**src/rtl/fetch_stage.sv**
```systemverilog
// fetch_stage: instruction-fetch stage of the ARM pipeline.
// Holds the PC, its +4 incrementer, the branch-redirect mux and the IF/ID
// latch. A branch seen while the pipe is stalled is parked as a pending
// redirect and applied on the first edge the stall lifts.
module fetch_stage #(
    parameter int                     PC_WIDTH    = 8,
    parameter int                     INSTR_WIDTH = 32,
    parameter logic [PC_WIDTH-1:0]    RESET_PC    = 8'h00,
    parameter logic [INSTR_WIDTH-1:0] NOP_INSTR   = 32'h00000000
) (
    input  logic                   Clk,
    input  logic                   Clr,
    input  logic                   LE,
    input  logic                   branch_taken,
    input  logic [PC_WIDTH-1:0]    branch_target,
    input  logic [INSTR_WIDTH-1:0] instr_in,
    output logic [PC_WIDTH-1:0]    rom_addr,
    output logic [INSTR_WIDTH-1:0] id_instr,
    output logic [PC_WIDTH-1:0]    id_next_pc,
    output logic                   id_valid,
    output logic [3:0]             I31_28,
    output logic [3:0]             I19_16,
    output logic [3:0]             I15_12,
    output logic [3:0]             I3_0,
    output logic [23:0]            I23_0,
    output logic [11:0]            I11_0,
    output logic                   redirect_pending,
    output logic [15:0]            fetch_count
);

    // RUN: normal fetch. PEND: a redirect was captured during a stall.
    typedef enum logic {
        RUN  = 1'b0,
        PEND = 1'b1
    } state_t;

    state_t                   state;
    state_t                   state_nxt;
    logic [PC_WIDTH-1:0]      pc;
    logic [PC_WIDTH-1:0]      pc_nxt;
    logic [PC_WIDTH-1:0]      pc_plus4;
    logic [PC_WIDTH-1:0]      live_target;
    logic [PC_WIDTH-1:0]      pend_target;
    logic [PC_WIDTH-1:0]      pend_target_nxt;
    logic [INSTR_WIDTH-1:0]   id_instr_nxt;
    logic [PC_WIDTH-1:0]      id_next_pc_nxt;
    logic                     id_valid_nxt;
    logic [15:0]              fetch_count_nxt;

    // Counter increment that sticks at all-ones instead of wrapping.
    function automatic logic [15:0] sat_inc(input logic [15:0] v);
        return (v == 16'hFFFF) ? v : v + 16'd1;
    endfunction

    // Branch targets are word addresses; the two byte-offset bits are dropped.
    function automatic logic [PC_WIDTH-1:0] word_align(input logic [PC_WIDTH-1:0] a);
        return a & ~PC_WIDTH'(3);
    endfunction

    // Incrementer wraps modulo 2^PC_WIDTH; carry out is discarded.
    assign pc_plus4    = pc + PC_WIDTH'(4);
    assign live_target = word_align(branch_target);

    assign rom_addr         = pc;
    assign redirect_pending = (state == PEND);

    // Decoded field slices of the latched instruction (show NOP fields in a bubble).
    assign I31_28 = id_instr[31:28];
    assign I19_16 = id_instr[19:16];
    assign I15_12 = id_instr[15:12];
    assign I3_0   = id_instr[3:0];
    assign I23_0  = id_instr[23:0];
    assign I11_0  = id_instr[11:0];

    // Next-state and next-register logic; everything holds unless a case below moves it.
    always_comb begin
        state_nxt       = state;
        pc_nxt          = pc;
        pend_target_nxt = pend_target;
        id_instr_nxt    = id_instr;
        id_next_pc_nxt  = id_next_pc;
        id_valid_nxt    = id_valid;
        fetch_count_nxt = fetch_count;
        case (state)
            RUN: begin
                if (LE) begin
                    if (branch_taken) begin
                        // Redirect and squash the wrong-path slot; id_next_pc keeps its old value.
                        pc_nxt       = live_target;
                        id_instr_nxt = NOP_INSTR;
                        id_valid_nxt = 1'b0;
                    end else begin
                        pc_nxt          = pc_plus4;
                        id_instr_nxt    = instr_in;
                        id_next_pc_nxt  = pc_plus4;
                        id_valid_nxt    = 1'b1;
                        fetch_count_nxt = sat_inc(fetch_count);
                    end
                end else if (branch_taken) begin
                    pend_target_nxt = live_target;
                    state_nxt       = PEND;
                end
            end
            PEND: begin
                if (LE) begin
                    // A branch arriving on the release edge is newer than the parked one.
                    pc_nxt       = branch_taken ? live_target : pend_target;
                    id_instr_nxt = NOP_INSTR;
                    id_valid_nxt = 1'b0;
                    state_nxt    = RUN;
                end else if (branch_taken) begin
                    pend_target_nxt = live_target;
                end
            end
            default: state_nxt = RUN;
        endcase
    end

    // State, PC and IF/ID registers; Clr clears them all immediately.
    always_ff @(posedge Clk or negedge Clr) begin
        if (!Clr) begin
            state       <= RUN;
            pc          <= RESET_PC;
            pend_target <= '0;
            id_instr    <= NOP_INSTR;
            id_next_pc  <= '0;
            id_valid    <= 1'b0;
            fetch_count <= '0;
        end else begin
            state       <= state_nxt;
            pc          <= pc_nxt;
            pend_target <= pend_target_nxt;
            id_instr    <= id_instr_nxt;
            id_next_pc  <= id_next_pc_nxt;
            id_valid    <= id_valid_nxt;
            fetch_count <= fetch_count_nxt;
        end
    end

endmodule

```
**config.mk**
```make
export PLATFORM = sky130hd
export DESIGN_NAME = fetch_stage
export DESIGN_NICKNAME = d
export VERILOG_FILES = /design/src/rtl/fetch_stage.sv
export SDC_FILE = /design/constraint.sdc
export NUM_CORES = 1
export LEC_CHECK = 0
export ABC_AREA = 1
export CORE_UTILIZATION = 48
export DETAILED_ROUTE_END_ITERATION = 6
export DONT_BUFFER_PORTS = 1
export HOLD_SLACK_MARGIN = 0.12
export PLACE_DENSITY = 0.61
export SLEW_MARGIN = 20
export SYNTH_ARGS = -nofsm -noshare
export SYNTH_HDL_FRONTEND = slang
export SYNTH_SLANG_ARGS = --single-unit
```
**constraint.sdc**
```tcl
create_clock -name Clk -period 3.6 [get_ports Clk]
set_clock_uncertainty 0.15 [all_clocks]
set_input_delay 0.72 -clock Clk [delete_from_list [all_inputs] [get_ports Clk]]
set_output_delay 0.72 -clock Clk [all_outputs]
set_load 0.1 [all_outputs]
```
Word level (Yosys, flattened, before mapping)
Cells that the tools add are included.

Bitwise logic cells: 3. Multiplexer cells: 18. Shift-type cells: 0. $lt $le $gt $ge: 0. $mul: 0. Add/sub/neg operators: 2. Divide/modulo/power cells: 0. Reduce and logical (&&, ||, !) cells: 3. Equal/unequal tests: 3.

Operator list (number): 32-bit two-way mux (3); 32-bit one-hot mux with 2 select lines (1); 8-bit two-way mux (5); 16-bit by 1-bit adder with 16-bit output, second input constant (1); 16-bit equality test, second input constant (1); 8-bit one-hot mux with 2 select lines (1); 8-bit by 3-bit adder with 8-bit output, second input constant (1); 1-bit two-way mux (6); 2-bit inequality test, second input constant (2); 1-bit one-hot mux with 2 select lines (2); 4-bit AND reduction (1); 1-bit NOT (3); 3-bit AND reduction (1); 2-bit AND reduction (1).

RAM bits: 0. ROM bits: 0. Input bits: 44. Output and inout bits: 118. Register bits: 74. Latch bits: 0. Word-level logic and storage cells: 36. Memories: 0.

Logic depth before layout (Yosys ltp)
Gate-level depths: netlist of the first run.

Word-level depth: 4. Depth in mapped cells: 9. Mapped depth without buffers: 8.

Worst setup path after synthesis of the first run
OpenSTA, ideal clock, no wires.

Kind: reg2reg. Start point: reg fetch_count[1]. End point: reg fetch_count[4]. Arrival: 2071 ps. Buffers on the path: 1. Stages on the path, launching flop included: 10. Slack: 1259 ps. Clock period less this slack: 2341 ps. Required time: 3330 ps. Path through: dfrtp_1 ha_1 nand3_2 nor2_4 nand4_4 nand2_4 inv_2 buf_6 nand2_1 nand2_1.

Cells in the longest elaborated chain, start to end: 3. Elaborated cells on any way between the ends: 4.

Ends and longest elaborated chain: start, declared (line 28) `output logic [15:0] fetch_count`; start signal, assigned (line 136) `fetch_count <= fetch_count_nxt;`; parallel branches: the longest is 3 deep, another holds 16-bit by 1-bit adder with 16-bit output.

Parallel ways; which one is timed is not known. A chain may end at the register's enable or synchronous reset.

Worst setup path in the final report of the first run
Start point: reg state (netlist: redirect_pending). End point: reg fetch_count[12].

Cells in the longest elaborated chain, start to end: 2.

Ends and longest elaborated chain: start, declared (line 37) `state_t state;`; start signal, assigned (line 130) `state <= state_nxt;`; 1-bit NOT (no source line); 4-bit AND reduction (no source line).

No other way between the ends.

==> impl_metrics.env, run 1 <==
export IMPL_status="finished, final reports clean"
export IMPL_seq_area_frac_synth_pct=50.68
export IMPL_p_switching_mw=1.380
export IMPL_combinationalPowerShare_pct=24.9
export IMPL_p_int_mw=1.493
export IMPL_grt_antenna_before_repair=0
export IMPL_cts_sinks=74
export IMPL_synth_seq_cells=74
export IMPL_drt_pass1_iter_count=4
export IMPL_cts_tree="built"
export IMPL_fmax_mhz=397.3
export IMPL_finalWeightedCongestion=0.7960
export IMPL_totalPowerFinal_mw=2.873
export IMPL_antennaDiodeCount=0
export IMPL_grt_start_max_net_pins=75
export IMPL_syn_area_um2=3654
export IMPL_vdd_drop_max_mv=0.2925
export IMPL_area_growth_pct=6.096
export IMPL_cts_buffer_depth=2
export IMPL_slew_headroom_pct=25.99
export IMPL_initial_core_util_pct=50.10
export IMPL_grt_overflow=0
export IMPL_p_leak_nw=1.838
export IMPL_cts_resized=0
export IMPL_report_final_slew_viol_count=0
export IMPL_min_period_over_period_pct=69.92
export IMPL_finalHoldViolCount=0
export IMPL_clkTransAtPathRegs_ns=0.08
export IMPL_num_vias=2469
export IMPL_die_area_um2=7965
export IMPL_grt_pass1_wl_mm=11.14
export IMPL_cts_root_buffer_cell="clkbuf_8"
export IMPL_power_share_switching_pct=48.02
export IMPL_yosysWarnings=0
export IMPL_antenna_left=0
export IMPL_start_kind="register"
export IMPL_rows=31
export IMPL_ioPinCount=162
export IMPL_wl_mm=7.106
export IMPL_die_w_um=89.25
export IMPL_crit_type="register to register"
export IMPL_grt_setup_unrepaired="false"
export IMPL_setup_viol=0
export IMPL_track_usage_pct=18.76
export IMPL_tns_ns=0
export IMPL_synth_enable_flop_cells=0
export IMPL_crit_arrival_ns=2.61
export IMPL_core_um2=7292
export IMPL_utilization_pct=53.16
export IMPL_critPathMaxFanout=40
export IMPL_via_per_inst=5.187
export IMPL_dp_slack_ns=1.058
export IMPL_route_detailed_drc=0
export IMPL_clkPwrFrac_pct=26.6
export IMPL_num_nets_final=418
export IMPL_crit_chain="nor2_4 -> nand2_1 -> inv_2 -> buf_4 -> nand3_1 -> nand2_1 -> nand2_1"
export IMPL_drt_iter0_markers=91
export IMPL_drive_above_1_share_pct=24.14
export IMPL_io_buffers=0
export IMPL_async_flop_share_pct=100.0
export IMPL_synth_cell_types=31
export IMPL_rrSetupSlack_ns=1.08
export IMPL_hpwl_mm=4.920
export IMPL_max_stage_delay_ns=0.77
export IMPL_critPathMostFrequentCell="nand2_1"
export IMPL_synth_main_ff_cell="dfrtp_1"
export IMPL_grt_pass1_vias=2316
export IMPL_max_cap_violations=0
export IMPL_htreeDepth=3
export IMPL_die_y_um=89.25
export IMPL_end_kind="register"
export IMPL_crit_slowest_cell="dfrtp_1"
export IMPL_p_per_area_nw_per_um2=741.2
export IMPL_tightestPinTransition_ns=1.110
export IMPL_synthCells=392
export IMPL_synth_nets=438
export IMPL_min_path_type="primary input to register"
export IMPL_avgSynthCellArea_um2=9.320
export IMPL_critical_path_required_ns=3.69
export IMPL_clkLatencyLatePin_ns=0.35
export IMPL_timing_final_ws_setup_ns=1.083
export IMPL_numCtsBuffers=9
export IMPL_layout_min_cycle_time_ns=2.517
export IMPL_seqPwrFrac_pct=48.5
export IMPL_wl_per_cell_um=14.93
==> final timing paths <==
check | end | cells after the start | start
setup / recovery | fetch_count[12]$_DFFE_PN0P_ | 7 | redirect_pending$_DFF_PN0_
hold / removal | redirect_pending$_DFF_PN0_ | 1 | LE
setup reg to reg | fetch_count[12]$_DFFE_PN0P_ | 7 | redirect_pending$_DFF_PN0_
hold reg to reg | pend_target[0]$_DFFE_PN0N_ | 2 | pend_target[0]$_DFFE_PN0N_
max in group asynchronous | id_instr[22]$_DFFE_PN0P_ | 2 | Clr
min in group asynchronous | fetch_count[7]$_DFFE_PN0P_ | 2 | Clr
==> logic make-up (layout without fill, tap and decap cells) <==
kind of cell	count (synthesis)	in the layout	share of synthesized area [%]
xor+xnor	9	9	2.157
fa+ha+maj	2	2	0.6848
mux	3	3	0.9246
compound gates	57	57	11.64
simple gates	153	153	18.05
flops	74	74	50.69
buf+inv	94	79	15.86
==> layout make-up <==
type | instances | area, um^2
Timing Repair Buffer | 37 | 300.3
Multi-Input combinational cell | 224 | 1222
Clock buffer | 11 | 131.4
Clock inverter | 5 | 103.9
Fill cell | 679 | 3416
Tap cell | 99 | 123.9
Inverter | 26 | 97.59
Sequential cell | 74 | 1897
==> state kept, by name (all words and copies together) (netlist names) <==
name	flops
id_instr	32
id_valid	1
fetch_count	16
id_next_pc	8
redirect_pending	1
rom_addr	8
pend_target	8
==> power groups by stage <==
| stage | clock [mW] | combinational (mW) | sequential (mW) |
|---|---|---|---|
| 2_1_floorplan | 0 | 0.530 | 1.53 |
| 3_3_place_gp | 0 | 0.690 | 1.41 |
| 3_5_place_dp | 0 | 0.699 | 1.41 |
| 4_1_cts | 0.786 | 0.721 | 1.40 |
| 5_1_grt | 0.825 | 0.760 | 1.41 |
| 6_report | 0.763 | 0.715 | 1.39 |
==> placed cells by master, fill, tap and decap left out, types with 3 or more instances in the layout <==
| cell type | instances |
|---|---|
| xnor2_1 | 4 |
| bufinv_16 | 3 |
| dfrtp_2 | 24 |
| dfrtp_1 | 46 |
| nand3_1 | 12 |
| nor2_1 | 25 |
| mux2_2 | 3 |
| o21ai_0 | 10 |
| nand2_1 | 102 |
| a22o_1 | 32 |
| inv_1 | 24 |
| xor2_1 | 5 |
| dfrtp_4 | 4 |
| o221ai_1 | 3 |
| nand4_1 | 5 |
| a21oi_1 | 7 |
| buf_4 | 35 |
| clkbuf_8 | 9 |
==> worst max-delay path: cells and delay by family, from the launching register on <==
family	cells	cell delay, ns
flip-flops	1	0.77
AND/OR/NAND/NOR	5	0.92
buffers and inverters	2	0.59
==> through the flow <==
step	area [um^2]	hold WS [ns]	cells
2_1_floorplan	3654	0.2744	392
3_3_place_gp	3603	0.2763	458
3_5_place_dp	3603	0.2765	458
4_1_cts	3876	0.2703	476
5_1_grt	3876	0.2611	476
6_report	3876	0.2852	476
==> synth_stat cells, drive strengths merged (4+ instances only) <==
| library cell | count | area [um^2] |
|---|---|---|
| a21oi | 7 | 35.03 |
| a22o | 32 | 280.3 |
| buf | 63 | 462.9 |
| clkbuf | 5 | 18.77 |
| dfrtp | 74 | 1852 |
| inv | 26 | 97.60 |
| nand2 | 104 | 400.4 |
| nand3 | 13 | 70.07 |
| nand4 | 6 | 52.55 |
| nor2 | 28 | 122.6 |
| o21ai | 10 | 50.05 |
| xnor2 | 4 | 35.03 |
| xor2 | 5 | 43.79 |
==> per-layer routing <==
layer,track usage [%],up-vias,routed length (um)
li1,-,1187,-
met3,7.295,12,501
met2,29.08,90,3351
met5,0,-,0
met4,7.937,0,136
met1,23.46,1180,3116
==> what timing repair did <==
action	CTS	global route
hold buffers	2	0
hold endpoints to repair	74	0
setup buffers	0	0
Note: power is estimated with default switching activity, not from simulation.
==> run 2: changes to the inputs <==
--- a/config.mk
+++ b/config.mk
@@ -10,7 +10,7 @@
 export DETAILED_ROUTE_END_ITERATION = 6
 export DONT_BUFFER_PORTS = 1
 export HOLD_SLACK_MARGIN = 0.12
-export PLACE_DENSITY = 0.61
+export PLACE_DENSITY = 0.63
 export SLEW_MARGIN = 20
 export SYNTH_ARGS = -nofsm -noshare
 export SYNTH_HDL_FRONTEND = slang
==> constraint.sdc (replaced) <==
create_clock -name Clk -period 2.25 [get_ports Clk]
set_clock_uncertainty 0.15 [all_clocks]
set_input_delay 0.45 -clock Clk [delete_from_list [all_inputs] [get_ports Clk]]
set_output_delay 0.45 -clock Clk [all_outputs]
set_load 0.1 [all_outputs]
==> impl_metrics.env, run 2 (synthesized netlist as in run 1, its figures left out) <==
export IMPL_cp_top_family="flip-flops"
export IMPL_reg2reg_depth=8
export IMPL_layout_min_cycle_time_ns=1.991
export IMPL_clkLatencyLatePin_ns=0.35
export IMPL_max_cap_violations=0
export IMPL_critPathMaxFanout=3
export IMPL_cp_buffers_inverters=1
export IMPL_start_kind="register"
export IMPL_min_path_type="primary input to asynchronous set/reset pin"
export IMPL_route_detailed_drc=0
export IMPL_cts_tree="built"
export IMPL_layout_commonest_cell="nand2_1"
export IMPL_report_final_slew_viol_count=0
export IMPL_wl_per_cell_um=14.85
export IMPL_crit_type="register to output pin"
export IMPL_cts_sinks=74
export IMPL_hpwl_mm=5.483
export IMPL_min_period_over_period_pct=88.51
export IMPL_drt_pass1_iter_count=4
export IMPL_tightestPinTransition_ns=0.5615
export IMPL_wl_mm=8.181
export IMPL_clkTransAtPathRegs_ns=0.08
export IMPL_grt_antenna_before_repair=0
export IMPL_hold_ws_ns=-0.3613
export IMPL_mostFrequentLayoutCells="nand2_1 (102), buf_4 (50), dfrtp_1 (44)"
export IMPL_slew_headroom_pct=62.57
export IMPL_largest_reg_flops=32
export IMPL_cts_buffer_depth=2
export IMPL_top_register="id_instr"
export IMPL_track_usage_pct=21.26
export IMPL_antennaDiodeCount=0
export IMPL_cts_root_buffer_cell="clkbuf_8"
export IMPL_antenna_left=0
export IMPL_combinationalPowerShare_pct=43.0
export IMPL_reg2reg_from="fetch_count[0]$_DFFE_PN0P_"
export IMPL_seqPwrFrac_pct=34.2
export IMPL_max_stage_delay_ns=0.72
export IMPL_grt_setup_unrepaired="false"
export IMPL_critical_path_required_ns=1.65
export IMPL_drt_iter0_markers=83
export IMPL_area_growth_pct=30.41
export IMPL_path_depth=1
export IMPL_tns_ns=0
export IMPL_num_nets_final=493
export IMPL_rrSetupSlack_ns=0.47
export IMPL_clkPwrFrac_pct=22.8
export IMPL_setup_viol=0
export IMPL_violations="negative hold slack"
export IMPL_crit_chain="buf_12"
export IMPL_drive_above_1_share_pct=28.76
export IMPL_numCtsBuffers=9
export IMPL_rr_endpoint="fetch_count[11]$_DFFE_PN0P_"
export IMPL_grt_start_max_net_pins=75
export IMPL_rows=31
export IMPL_p_int_mw=2.442
export IMPL_hold_buffers=40
export IMPL_core_um2=7292
export IMPL_power_share_switching_pct=47.87
export IMPL_grt_overflow=0
export IMPL_crit_arrival_ns=1.39
export IMPL_finalWeightedCongestion=0.7879
export IMPL_die_y_um=89.25
export IMPL_totalPowerFinal_mw=4.684
export IMPL_p_leak_nw=2.229
export IMPL_finalHoldViolCount=74
export IMPL_largestRegisters="id_instr x32, fetch_count x16"
export IMPL_num_vias=2851
export IMPL_end_kind="output pin"
export IMPL_via_per_inst=5.174
export IMPL_die_w_um=89.25
export IMPL_vdd_drop_max_mv=0.6472
export IMPL_io_buffers=0
export IMPL_grt_pass1_wl_mm=12.72
export IMPL_p_per_area_nw_per_um2=983.1
export IMPL_status="complete, but fails checks"
export IMPL_die_area_um2=7965
export IMPL_p_switching_mw=2.242
export IMPL_htreeDepth=3
export IMPL_grt_pass1_vias=2732
export IMPL_fmax_mhz=502.2
export IMPL_crit_slowest_cell="dfrtp_2"
export IMPL_ioPinCount=162
export IMPL_initial_core_util_pct=50.10
-- run 2: layout make-up --
type | instances | area, um^2
inverters | 26 | 97.59
flip-flops and latches | 74 | 1899
repair buffers | 112 | 1216
clock buffers | 12 | 155.1
fillers | 598 | 2527
multi-input cells | 224 | 1222
well taps | 99 | 123.9
clock inverters | 4 | 50.05
-- run 2: worst register-to-register path: stages (launching register included) --
cell,delay [ns]
dfrtp_2,0.40
ha_1,0.23
nand3_2,0.10
nor2_4,0.18
nand4_4,0.12
nand2_4,0.20
inv_2,0.15
nand2_1,0.09
nand2_1,0.04
-- run 2: layer usage --
| metal | vias up | routed length [um] | GRT usage, % |
|---|---|---|---|
| met1 | 1404 | 3432 | 24.96 |
| li1 | 1336 | - | - |
| met3 | 17 | 451 | 7.849 |
| met2 | 94 | 4156 | 34.91 |
| met4 | 0 | 141 | 9.668 |
| met5 | - | 0 | 0 |
-- run 2: worst max-delay path by stage --
| stage | from | end | slack (ns) |
|---|---|---|---|
| after global placement | fetch_count[0]$_DFFE_PN0P_ | fetch_count[14]$_DFFE_PN0P_ | 0.49 |
| after global routing | id_instr[15]$_DFFE_PN0P_ | I15_12[3] | 0.23 |
| after CTS | id_instr[15]$_DFFE_PN0P_ | I15_12[3] | 0.24 |
| after floorplan | fetch_count[4]$_DFFE_PN0P_ | fetch_count[4]$_DFFE_PN0P_ | 0.05 |
| after detailed placement | fetch_count[0]$_DFFE_PN0P_ | fetch_count[14]$_DFFE_PN0P_ | 0.45 |
| final | id_instr[15]$_DFFE_PN0P_ | I15_12[3] | 0.26 |
-- run 2: stage by stage --
stage	setup WS [ns]	util [%]	area, um^2	instances	hold WS (ns)
after floorplan	0.04948	-	3656	392	0.004409
after global placement	0.4947	57.04	4159	495	0.006301
after detailed placement	0.4498	57.04	4159	495	0.006154
after CTS	0.2446	65.34	4765	551	-0.3785
after global routing	0.2280	65.34	4765	551	-0.3882
final	0.2586	65.34	4765	551	-0.3613
-- run 2: what timing repair did --
action                     in CTS  in global routing
setup endpoints to repair       0                  0
hold endpoints to repair      115                 74
gates resized for setup         0                  0
buffers inserted                0                  0
-- run 2: power by group through the flow --
stage	Combinational [mW]	Clock (mW)	Sequential, mW
finish	2.02	1.07	1.60
global route	2.09	1.14	1.62
CTS	2.02	1.09	1.60
detailed placement	1.96	0	1.63
global placement	1.95	0	1.62
floorplan	0.848	0	2.45
==> run 3: changes to the inputs <==
--- a/config.mk
+++ b/config.mk
@@ -5,12 +5,12 @@
 export SDC_FILE = /design/constraint.sdc
 export NUM_CORES = 1
 export LEC_CHECK = 0
-export ABC_AREA = 1
 export CORE_UTILIZATION = 48
 export DETAILED_ROUTE_END_ITERATION = 6
 export DONT_BUFFER_PORTS = 1
 export HOLD_SLACK_MARGIN = 0.12
 export PLACE_DENSITY = 0.63
+export RECOVER_POWER = 100
 export SLEW_MARGIN = 20
 export SYNTH_ARGS = -nofsm -noshare
 export SYNTH_HDL_FRONTEND = slang
==> impl_metrics.env, run 3 <==
export IMPL_syn_area_um2=3655
export IMPL_cts_tree="built"
export IMPL_wl_per_cell_um=16.65
export IMPL_grt_overflow=0
export IMPL_antennaDiodeCount=0
export IMPL_totalPowerFinal_mw=4.927
export IMPL_synth_area_leader_cell="dfrtp_1"
export IMPL_cts_root_buffer_cell="clkbuf_8"
export IMPL_violations="negative hold slack"
export IMPL_mostFrequentLayoutCells="nand2_1 (55), o21ai_0 (44), dlygate4sd3_1 (40)"
export IMPL_grt_pass1_wl_mm=13.60
export IMPL_final_area_um2=4422
export IMPL_synth_enable_flop_cells=0
export IMPL_cts_buffer_depth=2
export IMPL_seq_area_frac_synth_pct=50.67
export IMPL_async_flop_share_pct=100.0
export IMPL_finalHoldViolCount=74
export IMPL_drive_above_1_share_pct=31.74
export IMPL_io_buffers=0
export IMPL_antenna_left=0
export IMPL_cts_resized=0
export IMPL_numCtsBuffers=9
export IMPL_slew_headroom_pct=34.25
export IMPL_top_register="id_instr"
export IMPL_cts_sinks=74
export IMPL_hpwl_mm=5.657
export IMPL_cts_setup_buffers=0
export IMPL_ys_top_cells_by_area="dfrtp_1 (51%), buf_4 (11%), o21ai_0 (6.0%), nand2_1 (5.6%), inv_1 (3.6%)"
export IMPL_end_kind="output pin"
export IMPL_status="complete, but fails checks"
export IMPL_report_final_slew_viol_count=0
export IMPL_p_leak_nw=2.021
export IMPL_yosysWarnings=0
export IMPL_synth_cell_types=42
export IMPL_drt_iter0_markers=97
export IMPL_seqPwrFrac_pct=33.7
export IMPL_vdd_drop_max_mv=0.6061
export IMPL_grt_setup_unrepaired="false"
export IMPL_p_per_area_nw_per_um2=1114
export IMPL_clkPwrFrac_pct=20.9
export IMPL_min_period_over_period_pct=92.32
export IMPL_num_nets_final=479
export IMPL_crit_slowest_cell="buf_2"
export IMPL_track_usage_pct=23.09
export IMPL_die_area_um2=7967
export IMPL_combinationalPowerShare_pct=45.4
export IMPL_die_w_um=89.26
export IMPL_grt_antenna_before_repair=0
export IMPL_yosysMostFrequentCell="dfrtp_1"
export IMPL_cp_buffers_inverters=1
export IMPL_crit_arrival_ns=1.48
export IMPL_cp_top_family="buffers and inverters"
export IMPL_via_per_inst=5.142
export IMPL_critPathMaxFanout=3
export IMPL_fmax_mhz=481.4
export IMPL_max_cap_violations=0
export IMPL_power_share_switching_pct=51.67
export IMPL_crit_chain="buf_2"
export IMPL_area_growth_pct=20.99
export IMPL_dpl_cell_area_um2=4189
export IMPL_largest_reg_flops=32
export IMPL_p_int_mw=2.381
export IMPL_crit_type="register to output pin"
export IMPL_initial_core_util_pct=50.12
export IMPL_tns_ns=0
export IMPL_avgSynthCellArea_um2=9.643
export IMPL_hold_buffers=41
export IMPL_route_detailed_drc=0
export IMPL_layout_min_cycle_time_ns=2.077
export IMPL_min_path_type="primary input to asynchronous set/reset pin"
export IMPL_rows=31
export IMPL_synth_nets=425
export IMPL_synth_main_ff_cell="dfrtp_1"
export IMPL_num_vias=2761
export IMPL_synthCells=379
export IMPL_p_switching_mw=2.546
export IMPL_hold_ws_ns=-0.3502
export IMPL_tightestPinTransition_ns=0.9862
export IMPL_die_y_um=89.26
export IMPL_htreeDepth=3
export IMPL_finalWeightedCongestion=0.8209
export IMPL_ioPinCount=162
export IMPL_setup_viol=0
export IMPL_grt_pass1_vias=2781
export IMPL_critical_path_required_ns=1.65
export IMPL_largestRegisters="id_instr x32, fetch_count x16"
export IMPL_layout_commonest_cell="nand2_1"
export IMPL_synth_seq_cells=74
export IMPL_core_um2=7292
export IMPL_drt_pass1_iter_count=4
export IMPL_synth_top_area_share_pct=50.67
export IMPL_start_kind="register"
export IMPL_clkTransAtPathRegs_ns=0.08
export IMPL_synth_common_cells="dfrtp_1 (74), nand2_1 (55), buf_4 (54), o21ai_0 (44), inv_1 (35)"
export IMPL_grt_start_max_net_pins=75
export IMPL_wl_mm=8.941
export IMPL_clkLatencyLatePin_ns=0.34
export IMPL_max_stage_delay_ns=0.76
run 3: final cells by class:
type / count / area (um^2)
multi-input combinational: 200 / 1186
clock buffer: 12 / 145.1
fill: 679 / 2870
sequential: 74 / 1911
clock inverter: 4 / 51.30
timing repair buffer: 113 / 873.3
inverter: 35 / 131.4
tap: 99 / 123.9
run 3: routing by layer:
metal / track usage [%] / up-vias / share of wire (%)
li1: - / 1287 / -
met1: 25.93 / 1344 / 38
met2: 41.29 / 106 / 54
met3: 5.263 / 24 / 5.7
met4: 11.40 / 0 / 2.9
met5: 0 / - / 0
run 3: stage by stage:
| step | cells | worst slack (ns) | util (%) |
|---|---|---|---|
| floorplan | 379 | 0.01390 | - |
| global placement | 480 | 0.4801 | 57.45 |
| detailed placement | 480 | 0.4430 | 57.45 |
| CTS | 537 | 0.2706 | 65.91 |
| global route | 537 | 0.1454 | 60.64 |
| finish | 537 | 0.1727 | 60.64 |
run 3: cell families (layout without fill, tap and decap cells):
logic type	after synthesis	in the layout	synth area share, %
fa+ha+maj	2	2	0.6846
mux	11	11	3.423
xor+xnor	17	17	4.074
buf+inv	105	164	16.47
compound gates	62	62	9.449
flops	74	74	50.67
simple gates	108	108	15.23
run 3: final timing paths:
kind | startpoint | end | slack [ns] | cells past startpoint
setup / recovery | id_instr[23]$_DFFE_PN0P_ | id_instr[23] | 0.17 | 1
hold / removal | Clr | fetch_count[1]$_DFFE_PN0P_ | -0.35 | 0
setup reg to reg | fetch_count[9]$_DFFE_PN0P_ | fetch_count[12]$_DFFE_PN0P_ | 0.28 | 4
hold reg to reg | id_next_pc[2]$_DFFE_PN0P_ | id_next_pc[2]$_DFFE_PN0P_ | 0.36 | 2
max in group asynchronous | Clr | id_instr[3]$_DFFE_PN0P_ | 2.17 | 0
min in group Clk | branch_taken | rom_addr[2]$_DFFE_PN0P_ | 0.13 | 2
run 3: power by group through the flow:
stage	Combinational (mW)	Clock [mW]	Sequential, mW
finish	2.24	1.03	1.66
floorplan	0.909	0	2.75
detailed placement	2.32	0	1.70
global route	2.32	1.10	1.68
global placement	2.30	0	1.69
CTS	2.40	1.04	1.68
